<file path="config.mk">
export PLATFORM = sky130hd
export DESIGN_NAME = nx_msg_arbiter
export DESIGN_NICKNAME = d
export VERILOG_FILES = /design/src/rtl/nx_msg_arbiter_pkg.sv /design/src/rtl/nx_msg_slot.sv /design/src/rtl/nx_msg_arbiter.sv
export SDC_FILE = /design/constraint.sdc
export NUM_CORES = 1
export LEC_CHECK = 0
export CORE_MARGIN = 5
export CORE_UTILIZATION = 41
export CTS_CLUSTER_DIAMETER = 60
export DETAILED_ROUTE_END_ITERATION = 12
export PLACE_DENSITY_LB_ADDON = 0.05
export SLEW_MARGIN = 20
export SYNTH_ARGS = -nofsm -noshare
export SYNTH_HDL_FRONTEND = slang
export SYNTH_SLANG_ARGS = --single-unit
</file>
<file path="constraint.sdc">
create_clock -name i_clk -period 2.7 [get_ports i_clk]
set_input_delay 0.405 -clock i_clk [delete_from_list [all_inputs] [get_ports i_clk]]
set_output_delay 0.405 -clock i_clk [all_outputs]
set_load 0.02 [all_outputs]
</file>
<file path="src/rtl/nx_msg_arbiter_pkg.sv">
// Shared nexus definitions: arbiter ownership states and outbound source ids.
package nx_msg_arbiter_pkg;

  typedef enum logic {
    OWN_A = 1'b0,
    OWN_B = 1'b1
  } own_e;

  localparam logic SRC_CTRL = 1'b0;
  localparam logic SRC_MESH = 1'b1;

  localparam int BURST_W = 4;

endpackage

</file>
<file path="src/rtl/nx_msg_slot.sv">
// Single registered output slot: 1-cycle latency, full throughput, holds while stalled.
module nx_msg_slot #(
  parameter int W = 28
) (
  input  logic         i_clk,
  input  logic         i_rst,
  input  logic [W-1:0] up_data,
  input  logic         up_valid,
  output logic         up_ready,
  output logic [W-1:0] dn_data,
  output logic         dn_valid,
  input  logic         dn_ready
);

  // Writable when empty or when the held word leaves this cycle.
  assign up_ready = !dn_valid || dn_ready;

  always_ff @(posedge i_clk) begin
    if (i_rst) begin
      dn_valid <= 1'b0;
      dn_data  <= '0;
    end else if (up_ready) begin
      dn_valid <= up_valid;
      if (up_valid) dn_data <= up_data;
    end
  end

endmodule

</file>
<file path="src/rtl/nx_msg_arbiter.sv">
// Two-source Nexus message arbiter with bounded bursts into one registered slot.
// Build option: define NX_MSG_ARB_COUNT_EN to enable the per-source grant counters.
//
// state | meaning
// OWN_A | control stream (A) owns the grant, burst counts A transfers
// OWN_B | mesh stream (B) owns the grant, burst counts B transfers
module nx_msg_arbiter
  import nx_msg_arbiter_pkg::*;
#(
  parameter int DATA_W    = 27,
  parameter int BURST_MAX = 4
) (
  input  logic              i_clk,
  input  logic              i_rst,
  input  logic [DATA_W-1:0] i_a_data,
  input  logic              i_a_valid,
  output logic              o_a_ready,
  input  logic [DATA_W-1:0] i_b_data,
  input  logic              i_b_valid,
  output logic              o_b_ready,
  output logic [DATA_W-1:0] o_ob_data,
  output logic              o_ob_src,
  output logic              o_ob_valid,
  input  logic              i_ob_ready,
  output logic [15:0]       o_cnt_a,
  output logic [15:0]       o_cnt_b
);

  own_e               state, state_nxt;
  logic [BURST_W-1:0] burst, burst_nxt;
  logic               writable;
  logic               at_max;
  logic               own_valid, oth_valid;
  logic               own_ready, oth_ready;
  logic               xfer_a, xfer_b, xfer_own, xfer_oth;
  logic [DATA_W:0]    slot_in, slot_out;

  always_ff @(posedge i_clk) begin
    if (i_rst) begin
      state <= OWN_A;
      burst <= '0;
    end else begin
      state <= state_nxt;
      burst <= burst_nxt;
    end
  end

  // Each ready looks only at the opposite source's valid, never its own.
  always_comb begin
    at_max    = (burst == BURST_W'(BURST_MAX));
    own_valid = (state == OWN_A) ? i_a_valid : i_b_valid;
    oth_valid = (state == OWN_A) ? i_b_valid : i_a_valid;
    own_ready = writable && !i_rst && !(at_max && oth_valid);
    oth_ready = writable && !i_rst && (at_max || !own_valid);
    o_a_ready = (state == OWN_A) ? own_ready : oth_ready;
    o_b_ready = (state == OWN_A) ? oth_ready : own_ready;
    xfer_a    = i_a_valid && o_a_ready;
    xfer_b    = i_b_valid && o_b_ready;
    xfer_own  = (state == OWN_A) ? xfer_a : xfer_b;
    xfer_oth  = (state == OWN_A) ? xfer_b : xfer_a;
    state_nxt = state;
    burst_nxt = burst;
    if (xfer_oth) begin
      state_nxt = (state == OWN_A) ? OWN_B : OWN_A;
      burst_nxt = BURST_W'(1);
    end else if (xfer_own && !at_max) begin
      burst_nxt = burst + BURST_W'(1);
    end
  end

  assign slot_in = xfer_b ? {SRC_MESH, i_b_data} : {SRC_CTRL, i_a_data};

  nx_msg_slot #(.W(DATA_W + 1)) u_slot (
    .i_clk    (i_clk),
    .i_rst    (i_rst),
    .up_data  (slot_in),
    .up_valid (xfer_a || xfer_b),
    .up_ready (writable),
    .dn_data  (slot_out),
    .dn_valid (o_ob_valid),
    .dn_ready (i_ob_ready)
  );

  assign o_ob_src  = slot_out[DATA_W];
  assign o_ob_data = slot_out[DATA_W-1:0];

`ifdef NX_MSG_ARB_COUNT_EN
  always_ff @(posedge i_clk) begin
    if (i_rst) begin
      o_cnt_a <= '0;
      o_cnt_b <= '0;
    end else begin
      if (xfer_a) o_cnt_a <= o_cnt_a + 16'd1;
      if (xfer_b) o_cnt_b <= o_cnt_b + 16'd1;
    end
  end
`else
  assign o_cnt_a = '0;
  assign o_cnt_b = '0;
`endif

endmodule
</file>
### Yosys cells after proc, flatten, opt, wreduce, memory -nomap -nowiden

Cells that the tools add are included.
Widths: inputs -> output; s select.

* register bits after elaboration: 34
* output and inout bits: 63
* word-level logic and storage cells: 35

* add/subtract/negate cells: 1
* eq/ne operators: 1
* muxes and demuxes: 10
* reductions and logical operators: 18

Operators with widths (count)
* $mux 28: 1
* $mux 1: 9
* $logic_and 1x1->1: 7
* $logic_not 1->1: 5
* $add 4x1->4 const B: 1
* $eq 4x3->1 const B: 1
* $logic_or 1x1->1: 3
* $reduce_and 2->1: 1
* $reduce_bool 2->1: 1
* $reduce_or 2->1: 1

### Depth between registers and ports, before layout

* depth after elaboration: 10
* gate-level depth with buffers: 8
* gate-level depth less buffers: 6

### By module

Synthesis repeated with hierarchy kept, for this count alone.

* cell total of the unflattened synthesis: 244
* area, all modules: 2473.6 um^2

Modules (own cells, without submodules)
* nx_msg_slot: instances 1, cells an instance 131, area an instance 1517.7 um^2
* nx_msg_arbiter: instances 1, cells an instance 113, area an instance 955.9 um^2

### Least setup slack after synthesis

Ideal clock, no wire load.

* path type: register to output
* start point: register burst[0]
* end point: output port o_b_ready
* arrival time: 1692 ps
* data required time: 2295 ps
* path slack: 603 ps
* stages on the path, launching flop included: 8
* path through: dfxtp_1 > inv_1 > ha_1 > nand3b_4 > xnor2_1 > clkbuf_1 > nor2_1 > nor3_1

* word-level cells in the longest chain between the ends: 5
* elaborated cells between the ends (all ways): 7
* those cells by class: 1 x eq/ne; 1 x mux; 5 x reduce/logical

Ends and longest elaborated chain
* from (decl): RTL line nx_msg_arbiter.sv:30 `logic [BURST_W-1:0] burst, burst_nxt;`
* from (signal assigned): RTL line nx_msg_arbiter.sv:44 `burst <= burst_nxt;`
* $eq 4x3->1 (*): RTL line nx_msg_arbiter.sv:50 `at_max = (burst == BURST_W'(BURST_MAX));`
* $logic_and 1x1->1: RTL line nx_msg_arbiter.sv:53 `own_ready = writable && !i_rst && !(at_max && oth_valid);`
* $logic_not 1->1: RTL line nx_msg_arbiter.sv:53
* $logic_and 1x1->1: RTL line nx_msg_arbiter.sv:53
* $mux 1 (*): RTL line nx_msg_arbiter.sv:56 `o_b_ready = (state == OWN_A) ? oth_ready : own_ready;`
* to (decl): RTL line nx_msg_arbiter.sv:20 `output logic o_b_ready,`

Mark *: on every way between the ends. The rest lies on a longest branch, timed or not.

### Final worst setup path

* start point: register burst[0]
* end point: output port o_a_ready

* word-level cells in the longest chain between the ends: 5
* elaborated cells between the ends (all ways): 7
* those cells by class: 1 x eq/ne; 1 x mux; 5 x reduce/logical

Ends and longest elaborated chain
* $eq 4x3->1 (*): RTL line nx_msg_arbiter.sv:50
* $logic_and 1x1->1: RTL line nx_msg_arbiter.sv:53
* $logic_not 1->1: RTL line nx_msg_arbiter.sv:53
* $logic_and 1x1->1: RTL line nx_msg_arbiter.sv:53
* $mux 1 (*): RTL line nx_msg_arbiter.sv:55 `o_a_ready = (state == OWN_A) ? own_ready : oth_ready;`
* to (decl): RTL line nx_msg_arbiter.sv:17 `output logic o_a_ready,`

Marks and branches as above.

==> flow_summary_export.csv <==
group,metric,value,unit
clocking,cts.clk_slew.worst_paths,70,ps
clocking,post_cts_buffers,0,
floorplan,rows,26,
placed_design,hpwl,3.846,mm
sta,fin_crit_sh,94.31,%
floorplan,core-area,5042,µm²
layout,antennaDiodeCount,0,
sta,hold_violations,0,
layout,final-seq-area,680.7,µm²
routing,finalWirelength,5.591,mm
setup_path,critPathMaxStageDelay,650,ps
layout,multi_input_area,1102,µm²
synth,syn_inst,236,
synth,synth_edf_count,0,
sta,slew_headroom,46.18,%
sta,final-setup-viol-count,0,
setup_path,worstPathRequired,2300,ps
sta,worst_pin_slew,807.4,ps
clocking,post_cts_resized,0,
setup_path,rrSetupSlack,390,ps
placed_design,place_congestion,0.7793,
synth,synth-seq-area-share,32.34,%
global_route,grt_pass1_wl,8.700,mm
synth,yosys_warnings,0,
power_and_ir_drop,peakVddDrop,0.0003526,V
routing,wl_per_cell,14.30,µm
synth,ys_ff_latch,34,
routing,dr.pass1.iters,4,
floorplan,dieWidth,81.65,µm
setup_path,r2r-end,"u_slot.dn_data[3]",
routing,initialDrtViolationCount,95,
sta,rsz0062_at_grt,"no",
clocking,clock_path_buffers,2,
clocking,clk_latency,280,ps
sta,clock.fmax,392.7,MHz
sta,finalCriticalPeriod,2546,ps
layout,layout_common_cells,"clkdlybuf4s50_1, dfxtp_1, conb_1, inv_1, nand2_1",
synth,async_flop_share,0,%
floorplan,boundaryPins,122,
job,maxCapViolCount,0,
min_path,hold-path-cell-count,2,
floorplan,fp.dieH,81.65,µm
setup_path,end_kind,"output pin",
clocking,root_buffer,"clkbuf_8",
setup_path,path_max_fanout,6,
layout,nets,381,
power_and_ir_drop,power.density,486.1,nW/µm²
setup_path,critPathKind,"reg2out",
layout,drive_gt1_share,12.15,%
setup_path,cpMaxStageDelayCell,"clkdlybuf4s50_1",
min_path,hold_start,"u_slot.dn_data[22]",
synth,syn_area,2105,µm²
clocking,h-tree-depth,2,
global_route,grt_max_degree,30,
routing,via_per_inst,4.808,
clocking,clock_sinks,34,
setup_path,reg2reg_depth,7,
layout,area_growth,44.11,%
clocking,cts_made_buffers,5,
min_path,hold_class,"reg2reg",
synth,synth.distinct_cells,40,
clocking,cts_hold_buf,0,
layout,fillers,450,
setup_path,path_cells,"inv_1, ha_1, nand3b_4, xnor2_2, a211oi_1, clkdlybuf4s50_1",
layout,postLayoutCellArea,3033,µm²
floorplan,die-area,6666,µm²
sta,finalClockSkew,4.162,ps
placed_design,io_buffers,89,
power_and_ir_drop,p_leak,1.214,nW
placed_design,place_area,2927,µm²
global_route,antenna_found_initial,0,
synth,ys.flop_type,"dfxtp_1",
sta,setup_tns,0,ps
layout,mostFrequentLayoutCell,"clkdlybuf4s50_1",
setup_path,r2r_start,"burst[0]",
global_route,track_usage,16.77,%
global_route,grt_overflow,0,
global_route,grt_pass1_vias,1847,
setup_path,arrival,2140,ps
floorplan,start_util,41.74,%
sta,drv_slew,0,
synth,syn_area_per_cell,8.917,µm²
run_status,status,"finished, final reports clean",
routing,vias,1880,
routing,route.detailed.drc,0,
clocking,cts_tree,"yes",
min_path,hold_end,"u_slot.dn_data[22]",
setup_path,worst_setup_path_start_kind,"flop",
routing,ant_nets,0,
[cells in the mapped netlist, types with 2 or more instances]
library cell,n,share of area [%]
o311ai_1,8,3.3
o311ai_2,19,15
nand3_1,3,0.71
o21ai_0,2,0.48
buf_4,34,12
a21oi_1,2,0.48
inv_1,31,5.5
a31o_1,2,0.83
nand2_1,30,5.4
ha_1,2,1.2
o211ai_1,27,9.6
buf_2,9,2.1
dfxtp_1,34,32
clkbuf_1,5,0.89
nor2_1,3,0.54
[layout make-up]
type                       instances  share of cell area [%]
timing repair buffer              95                   30.86
clock buffer                       7                   2.517
tap                               70                   2.888
inverter                          32                   3.960
sequential                        34                   22.44
multi-input combinational        152                   36.34
clock inverter                     1                  0.9901
[flip-flops by register name (all words and copies together), names as in the netlist]
register / cells
burst: 4
u_slot.dn_valid: 1
state: 1
u_slot.dn_data: 28
[routing by layer]
metal  track usage (%)  up-vias  part of all wire (%)
met2             28.26       70                    47
met5                 0        -                     0
met3             5.921        4                   9.8
li1                  -      937                     -
met1             20.43      869                    43
met4             3.987        0                  0.57
[how the worst max path moves through the flow]
stage	startpoint	end	slack, ps
after global routing	burst[0]	o_a_ready	40
after global placement	i_rst	u_slot.dn_data[26]	360
after floorplan	burst[0]	o_b_ready	600
after detailed placement	i_rst	u_slot.dn_data[23]	310
after CTS	burst[0]	o_a_ready	140
final	burst[0]	o_a_ready	150
[critical path: cells and delay by family (launching register included)]
family                     cells  cell delay [ps]
AOI/OAI and AO/OA              1              280
xor gates and xnor gates       1              180
adders and majority gates      1              200
buffers and inverters          2              750
DFF                            1              320
and+or+nand+nor                1              130
[metrics by stage]
stage               cells  power [mW]  hold WS (ps)  worst slack, ps  utilization, %
floorplan             267      0.8579         476.7            602.8               -
global placement      383       1.028         452.5            364.1           58.04
detailed placement    383       1.031         459.1            313.2           58.04
CTS                   391       1.498         474.7            144.4           60.15
global route          391       1.555         505.7            37.31           60.15
finish                391       1.474         470.2            153.5           60.15
[cell families after synthesis]
logic type	after synthesis	share of synthesized area, %
compound gates	68	32.40
xor+xnor	1	0.4162
fa+ha+maj	2	1.189
buf+inv	81	21.40
flops	34	32.34
mux	3	1.546
other cells	1	0.1782
simple gates	46	10.52
[power breakdown]
part / internal (mW) / switching [mW]
registers: 0.549 / 0.0246
logic: 0.214 / 0.230
clock network: 0.276 / 0.180
Power figures use the tool's default switching activity.
